[src/rtl/uart_tx_top.sv]
// UART transmitter: start bit, LSB-first data, optional even/odd parity, stop bit.
// One bit per clock; tx_out and busy are registered and change together.
module uart_tx_top #(
    parameter int dataWidth    = 8,
    parameter int counterWidth = 3,
    parameter int muxSelWidth  = 3
) (
    input  logic                 clk,
    input  logic                 rst,
    input  logic [dataWidth-1:0] p_data,
    input  logic                 data_valid,
    input  logic                 par_en,
    input  logic                 par_type,
    output logic                 tx_out,
    output logic                 busy
);

    typedef enum logic [2:0] {StIdle, StStart, StData, StParity, StStop} state_e;

    localparam logic [muxSelWidth-1:0] SelIdle   = muxSelWidth'(0);
    localparam logic [muxSelWidth-1:0] SelStart  = muxSelWidth'(1);
    localparam logic [muxSelWidth-1:0] SelData   = muxSelWidth'(2);
    localparam logic [muxSelWidth-1:0] SelParity = muxSelWidth'(3);
    localparam logic [muxSelWidth-1:0] SelStop   = muxSelWidth'(4);

    localparam logic [counterWidth-1:0] LastIdx = counterWidth'(dataWidth - 1);

    state_e                  state;
    logic [counterWidth-1:0] idx;
    logic [counterWidth-1:0] idx_next;
    logic [dataWidth-1:0]    data_q;
    logic                    par_en_q;
    logic                    par_type_q;
    logic [muxSelWidth-1:0]  sel;
    logic                    par_bit;
    logic                    tx_d;

    function automatic logic line_mux(input logic [muxSelWidth-1:0] s, input logic data_bit,
                                      input logic parity);
        logic level;
        case (s)
            SelStart:  level = 1'b0;
            SelData:   level = data_bit;
            SelParity: level = parity;
            SelStop:   level = 1'b1;
            default:   level = 1'b1;
        endcase
        return level;
    endfunction

    assign par_bit  = par_type_q ? ~^data_q : ^data_q;
    assign idx_next = (state == StStart) ? '0 : idx + 1'b1;

    // sel names the bit that will be on the line after the coming edge
    always_comb begin
        sel = SelIdle;
        unique case (state)
            StIdle:   sel = data_valid ? SelStart : SelIdle;
            StStart:  sel = SelData;
            StData:   sel = (idx != LastIdx) ? SelData : (par_en_q ? SelParity : SelStop);
            StParity: sel = SelStop;
            StStop:   sel = SelIdle;
            default:  sel = SelIdle;
        endcase
        tx_d = line_mux(sel, data_q[idx_next], par_bit);
    end

    always_ff @(posedge clk or posedge rst) begin
        if (rst) begin
            state      <= StIdle;
            idx        <= '0;
            data_q     <= '0;
            par_en_q   <= 1'b0;
            par_type_q <= 1'b0;
            tx_out     <= 1'b1;
            busy       <= 1'b0;
        end else begin
            tx_out <= tx_d;
            busy   <= (sel != SelIdle);
            case (state)
                StIdle: begin
                    if (data_valid) begin
                        data_q     <= p_data;
                        par_en_q   <= par_en;
                        par_type_q <= par_type;
                        state      <= StStart;
                    end
                end
                StStart: begin
                    idx   <= '0;
                    state <= StData;
                end
                StData: begin
                    if (idx == LastIdx) begin
                        state <= par_en_q ? StParity : StStop;
                    end else begin
                        idx <= idx_next;
                    end
                end
                StParity: state <= StStop;
                StStop:   state <= StIdle;
                default:  state <= StIdle;
            endcase
        end
    end

endmodule

[config.mk]
export PLATFORM = sky130hd
export DESIGN_NAME = uart_tx_top
export DESIGN_NICKNAME = d
export VERILOG_FILES = /design/src/rtl/uart_tx_top.sv
export SDC_FILE = /design/constraint.sdc
export NUM_CORES = 1
export LEC_CHECK = 0
export ABC_AREA = 1
export BUFFER_PORTS_ARGS = -buffer_cell sky130_fd_sc_hd__buf_2
export CORE_MARGIN = 3
export CORE_UTILIZATION = 35
export CTS_CLUSTER_SIZE = 8
export DETAILED_ROUTE_END_ITERATION = 8
export GPL_ROUTABILITY_DRIVEN = 1
export MAX_ROUTING_LAYER = met4
export PLACE_DENSITY_LB_ADDON = 0.2
export SKIP_CTS_REPAIR_TIMING = 1
export SYNTH_ARGS = -nofsm -noshare
export SYNTH_HDL_FRONTEND = slang
export SYNTH_SLANG_ARGS = --single-unit
export TNS_END_PERCENT = 5
[constraint.sdc]
create_clock -name clk -period 2.11 [get_ports clk]
set_clock_uncertainty 0.05 [all_clocks]
set_input_delay 0 -clock clk [delete_from_list [all_inputs] [get_ports clk]]
set_output_delay 0 -clock clk [all_outputs]
set_load 0.005 [all_outputs]
==> results.sh, run 1 <==
export IMPL_yosysWarnings=0
export IMPL_cts_sinks=18
export IMPL_syn_instance_count=112
export IMPL_antenna_found_initial=0
export IMPL_route_vias_total=805
export IMPL_cts_tree="done"
export IMPL_grt_pass1_wl_microns=3153
export IMPL_drtAntennaViolNets=0
export IMPL_cts_made_buffers=3
export IMPL_drt_iter0_drc=10
export IMPL_num_rows=18
export IMPL_syn_to_final_growth_pct=24.22
export IMPL_start_kind="register"
export IMPL_relSlewSlack_pct=54.71
export IMPL_required_ps=2300
export IMPL_syn_area_per_cell_sq_um=8.948
export IMPL_synth_edf_count=0
export IMPL_yosysMostFrequentCell="nand2_1"
export IMPL_layout_cells_non_filler=170
export IMPL_die_area_sq_um=3541
export IMPL_worstPathMaxFanout=6
export IMPL_viasPerCell=4.735
export IMPL_syn_area_sq_um=1002
export IMPL_max_clock_path_buffers=2
export IMPL_gp_congestion=0.9785
export IMPL_clock_latency_ps=300
export IMPL_drv_cap=0
export IMPL_synth_top_cell_area_share_pct=42.45
export IMPL_synth_async_reset_ratio_pct=100.0
export IMPL_portBuffers=14
export IMPL_multi_input_area_sq_um=490.5
export IMPL_detail_route_first_pass_iterations=4
export IMPL_drt_total_wl_microns=1860
export IMPL_htreeDepth=1
export IMPL_hpwl_microns=1401
export IMPL_dp_cells=155
export IMPL_io_pins=15
export IMPL_synth_fp_nets=127
export IMPL_slew_viol_final=0
export IMPL_status="finished, final reports clean"
export IMPL_path_clk_slew_ps=110
export IMPL_seq_area_sq_um=451.7
export IMPL_fin_nets=156
export IMPL_grt_ovfl_total=0
export IMPL_arrival_ps=1870
export IMPL_drive_gt1_share_pct=25.71
export IMPL_nFillCells=243
export IMPL_diodes=0
export IMPL_tightest_slew_ps=678.6
export IMPL_die_x_microns=59.51
export IMPL_chipHeight_microns=59.51
export IMPL_fmax_ghz=0.5925
export IMPL_setup_violations=0
export IMPL_rsz0062_at_grt="no"
export IMPL_hold_path_class="in2reg"
export IMPL_synth_top_cells_by_count="nand2_1, dfrtp_1, nand3_1"
export IMPL_cellPowerDensity_nw_per_um2=1513
export IMPL_synth_area_leader_cell="dfrtp_1"
export IMPL_period_needed_ps=1688
export IMPL_initial_core_util_pct=38.70
export IMPL_post_route_period_util_pct=79.98
export IMPL_vdd_ir_drop_worst_mv=0.7829
export IMPL_path_class="reg2reg"
export IMPL_synth_area_leaders="dfrtp_1, nand2_1, nand3_1"
export IMPL_synth_distinct_cells=24
export IMPL_leakagePower_nw=0.6448
export IMPL_route_detailed_drc=0
export IMPL_ys_seq_elements=18
export IMPL_grt_pass1_vias=743
export IMPL_gr_usage_all_layers_pct=12.06
export IMPL_core_sq_um=2590
export IMPL_grt_max_degree=19
export IMPL_ff2ff_setup_slack_ps=420
export IMPL_synthFlopType="dfrtp_1"
export IMPL_worstSetupEndpointType="register"
export IMPL_tns_ps=0
export IMPL_synth_seq_area_share_pct=45.07
export IMPL_hold_viol=0
export IMPL_cts_root_buf="clkbuf_4"
export IMPL_wire_per_inst_microns=10.94
## cells in the final DEF (no fill, tap or decap), drive strengths merged
master       netlist  layout
nand2             31      31
dfrtp             17      17
nand3             16      16
buf                1      14
inv               13      13
dlygate4sd3        0      11
nor2              10      10
mux2               7       7
a21oi              4       4
clkbuf             0       4
xor2               3       3
xnor2              2       2
ha                 2       2
a21boi             1       1
o21a               1       1
o31ai              1       1
or2                1       1
o21ai              1       1
dfstp              1       1
## path summary, 6_finish.rpt
path / cells past startpoint / start / endpoint
worst min register to register: 2 / idx[2] / idx[2]
max in group asynchronous: 3 / rst / idx[1]
worst max-delay path: 8 / idx[0] / tx_out
worst min-delay path: 3 / data_valid / data_q[1]
min in group asynchronous: 3 / rst / data_q[3]
worst max register to register: 8 / idx[0] / tx_out
## worst max-delay path: stages (launching register included)
cell      delay, ps
dfrtp_1         440
ha_1            220
ha_1            280
a21boi_1        260
nand3_1         110
nand2_1          70
nand2_1          50
nand3_1          70
nand3_1          60
## state kept, by name (all words and copies together) (netlist names)
| name | count |
|---|---|
| state | 3 |
| idx | 3 |
| data_q | 8 |
| tx_out | 1 |
| busy | 1 |
| par_type_q | 1 |
| par_en_q | 1 |
## per-layer routing
layer | part of all wire (%) | global-route usage (%)
met4 | 0.70 | 2.848
met1 | 47 | 15.56
met2 | 48 | 18.88
met3 | 4.1 | 3.268
met5 | 0 | -
## logic make-up after synthesis
| family | share of synthesized area (%) |
|---|---|
| AO/OA/AOI/OAI | 4.745 |
| XOR/XNOR | 4.370 |
| adder cells (fa/ha/maj) | 2.496 |
| buffers and inverters | 5.993 |
| flip-flops | 45.07 |
| multiplexers | 8.614 |
| AND/OR/NAND/NOR | 28.71 |
## cell type report
class / count / area share, %
clock buffers: 4 / 2.915
inverters: 13 / 3.920
multi-input cells: 80 / 39.40
flip-flops and latches: 18 / 36.28
well taps: 30 / 3.015
repair buffers: 25 / 14.47
## power breakdown
| part | switching [mW] | internal (mW) | total [mW] |
|---|---|---|---|
| Clock | 0.114 | 0.105 | 0.219 |
| Combinational | 0.546 | 0.445 | 0.991 |
| Sequential | 0.156 | 0.517 | 0.674 |
| Total | 0.816 | 1.07 | 1.88 |
## stage by stage
step | hold slack (ps) | total power, mW | setup slack, ps | cell area [sq um] | utilization, %
final | 77.99 | 1.884 | 422.3 | 1245 | 48.07
after global routing | 94.56 | 2.103 | 285.9 | 1245 | 48.07
after CTS | -233.5 | 1.888 | 429.9 | 1135 | 43.82
after detailed placement | 99.70 | 1.664 | 446.1 | 1099 | 42.42
after global placement | 84.54 | 1.641 | 525.2 | 1099 | 42.42
after floorplan | -112.2 | 1.474 | 576.5 | 1002 | -
Power figures use the tool's default switching activity.
==> run 2, diff against run 1 <==
--- a/config.mk
+++ b/config.mk
@@ -5,7 +5,7 @@
 export SDC_FILE = /design/constraint.sdc
 export NUM_CORES = 1
 export LEC_CHECK = 0
-export ABC_AREA = 1
+export ABC_AREA = 0
 export BUFFER_PORTS_ARGS = -buffer_cell sky130_fd_sc_hd__buf_2
 export CORE_MARGIN = 3
 export CORE_UTILIZATION = 35
==> constraint.sdc (replaced) <==
create_clock -name clk -period 1.6 [get_ports clk]
set_clock_uncertainty 0.05 [all_clocks]
set_input_delay 0 -clock clk [delete_from_list [all_inputs] [get_ports clk]]
set_output_delay 0 -clock clk [all_outputs]
set_load 0.005 [all_outputs]
==> run 2 against run 1 <==
The run now ends with negative setup slack left. Global-route usage grew 0.75 points. First-iteration DRC count grew 20%. Worst hold slack gained 98 ps. Power grew 39%. Die area shrank 1.3%. Sequential share of layout area shrank 1.9 points. Final cell count shrank 8.2%. Register-to-register slack lost 570 ps. Setup slack lost 570 ps. Utilization grew 3.1 points. Critical path depth shrank 1. Critical endpoint unchanged. Largest cell class unchanged.
==> results.sh, run 2 <==
export IMPL_power_switching_share_pct=37.64
export IMPL_cts_root_buf="clkbuf_4"
export IMPL_setup_violations=2
export IMPL_post_route_period_util_pct=109.1
export IMPL_grt_pass1_wl_microns=3270
export IMPL_met2_usage_pct=20.50
export IMPL_crit_chain="ha_2, ha_4, or3b_4, nor4_4, o221ai_1, o311a_1, o211ai_2"
export IMPL_nFillCells=245
export IMPL_met3_usage_pct=3.922
export IMPL_grt_most_used_layer="met2"
export IMPL_drt_iter0_drc=12
export IMPL_fin_util_pct=51.12
export IMPL_arrival_ps=1920
export IMPL_synth_edf_count=0
export IMPL_clock_latency_ps=290
export IMPL_multi_input_area_sq_um=516.7
export IMPL_cts_tree="done"
export IMPL_pwr_share_seq_pct=34.3
export IMPL_drv_cap=0
export IMPL_viasPerCell=5.090
export IMPL_diodes=0
export IMPL_clockPowerShare_pct=10.7
export IMPL_antenna_found_initial=0
export IMPL_required_ps=1780
export IMPL_synth_area_leaders="dfrtp_1, mux2_2, xnor2_1"
export IMPL_critPathSlowestCell="dfrtp_1"
export IMPL_period_needed_ps=1745
export IMPL_hold_path_class="in2reg"
export IMPL_seq_area_sq_um=451.7
export IMPL_grt_ovfl_total=0
export IMPL_relSlewSlack_pct=53.33
export IMPL_final_setup_worst_slack_ps=-145.2
export IMPL_synth_async_reset_ratio_pct=100.0
export IMPL_p_int_mw=1.637
export IMPL_final_common_cell="dfrtp_1"
export IMPL_vdd_ir_drop_worst_mv=1.496
export IMPL_setup_worst_path_start="idx[1]"
export IMPL_syn_area_sq_um=987.2
export IMPL_drtAntennaViolNets=0
export IMPL_core_sq_um=2567
export IMPL_synthFlopType="dfrtp_1"
export IMPL_path_class="reg2reg"
export IMPL_largest_reg_flops=8
export IMPL_power_switching_mw=0.9879
export IMPL_fmax_ghz=0.5730
export IMPL_synth_area_leader_cell="dfrtp_1"
export IMPL_route_vias_total=794
export IMPL_die_area_sq_um=3494
export IMPL_io_pins=15
export IMPL_top_register="data_q"
export IMPL_synth_top_cell_area_share_pct=43.09
export IMPL_detail_route_first_pass_iterations=4
export IMPL_ys_seq_elements=18
export IMPL_min_delay_start="data_valid"
export IMPL_die_x_microns=59.11
export IMPL_tightest_slew_ps=699.3
export IMPL_max_clock_path_buffers=2
export IMPL_syn_instance_count=92
export IMPL_synth_distinct_cells=32
export IMPL_fin_nets=142
export IMPL_hpwl_microns=1455
export IMPL_grt_max_degree=19
export IMPL_synth_seq_area_share_pct=45.75
export IMPL_met1_usage_pct=15.90
export IMPL_syn_to_final_growth_pct=32.95
export IMPL_leakagePower_nw=0.5646
export IMPL_htreeDepth=1
export IMPL_num_rows=18
export IMPL_cts_made_buffers=3
export IMPL_pwr_share_comb_pct=55.0
export IMPL_drive_gt1_share_pct=37.30
export IMPL_worstPathMaxFanout=3
export IMPL_wire_per_inst_microns=12.58
export IMPL_placed_area_sq_um=1155
export IMPL_p_total_mw=2.625
export IMPL_cts_sinks=18
export IMPL_cellPowerDensity_nw_per_um2=2000
export IMPL_r2r_start="idx[1]"
export IMPL_worstSetupEndpointType="register"
export IMPL_gr_usage_all_layers_pct=12.82
export IMPL_synth_top_cells_by_count="dfrtp_1, mux2_2, a21oi_1"
export IMPL_syn_area_per_cell_sq_um=10.73
export IMPL_gp_congestion=0.8427
export IMPL_yosysWarnings=0
export IMPL_portBuffers=14
export IMPL_yosysMostFrequentCell="dfrtp_1"
export IMPL_hold_viol=0
export IMPL_stdcell_area_sq_um=1313
export IMPL_route_detailed_drc=0
export IMPL_most_common_layout_cells="dfrtp_1, buf_2, dlygate4sd3_1, mux2_2, buf_4"
export IMPL_grt_pass1_vias=746
export IMPL_synth_fp_nets=107
export IMPL_reg_top3="data_q x8, idx x3, state x3"
export IMPL_slew_viol_final=0
export IMPL_initial_core_util_pct=38.45
export IMPL_rsz0062_at_grt="yes"
export IMPL_start_kind="register"
export IMPL_drt_total_wl_microns=1963
export IMPL_path_clk_slew_ps=100
export IMPL_dp_cells=141
export IMPL_chipHeight_microns=59.11
export IMPL_critical_path_max_stage_delay_ps=420
export IMPL_violations="negative setup slack"
export IMPL_status="finished with violations"
export IMPL_layout_cells_non_filler=156
[run 2: logic make-up after synthesis]
logic type | Yosys count | share of synthesized area [%]
adders and majority gates | 2 | 2.534
and+or+nand+nor | 23 | 15.46
buffers and inverters | 10 | 4.816
xor gates and xnor gates | 7 | 6.211
muxes | 10 | 11.28
AOI/OAI and AO/OA | 22 | 13.94
DFF | 18 | 45.75
[run 2: path summary, 6_finish.rpt]
check,end,slack [ps],cells past startpoint
setup reg to reg,tx_out,-150,7
setup / recovery,tx_out,-150,7
hold reg to reg,idx[1],490,2
hold / removal,busy,180,4
min in group asynchronous,par_type_q,300,3
max in group asynchronous,par_en_q,750,3
[run 2: power groups by stage]
stage               clock, mW  combinational (mW)  sequential (mW)
finish                  0.281                1.44            0.900
global route            0.318                1.59            0.943
CTS                     0.292                1.40            0.903
detailed placement          0                1.39            0.914
global placement            0                1.36            0.909
floorplan                   0                1.14            0.825
[run 2: worst max-delay path, delay by kind of cell (launching register included)]
kind | cells | cell delay [ps]
simple gates | 2 | 540
flops | 1 | 420
fa+ha+maj | 2 | 340
compound gates | 3 | 330
[run 2: layer usage]
layer / vias up / part of all wire [%] / wire (microns)
li1: 392 / - / -
met1: 382 / 46 / 897
met2: 16 / 50 / 973
met3: 4 / 4.0 / 78
met4: 0 / 0.71 / 14
met5: - / 0 / 0
[run 2: final cells by class]
type                    count  area share (%)
inverters                   6           1.716
repair buffers             34           18.88
multi-input cells          64           39.37
clock buffers               4           2.765
well taps                  30           2.860
flip-flops and latches     18           34.41
[run 2: per-stage QoR]
stage | setup slack (ps) | hold slack, ps | TNS, ps
6_report | -145.2 | 176.0 | -167.9
3_3_place_gp | -89.50 | 86.48 | -89.50
2_1_floorplan | -60.16 | -112.2 | -60.16
3_5_place_dp | -121.9 | 105.1 | -121.9
5_1_grt | -242.8 | 172.9 | -374.5
4_1_cts | -151.8 | -231.8 | -176.7
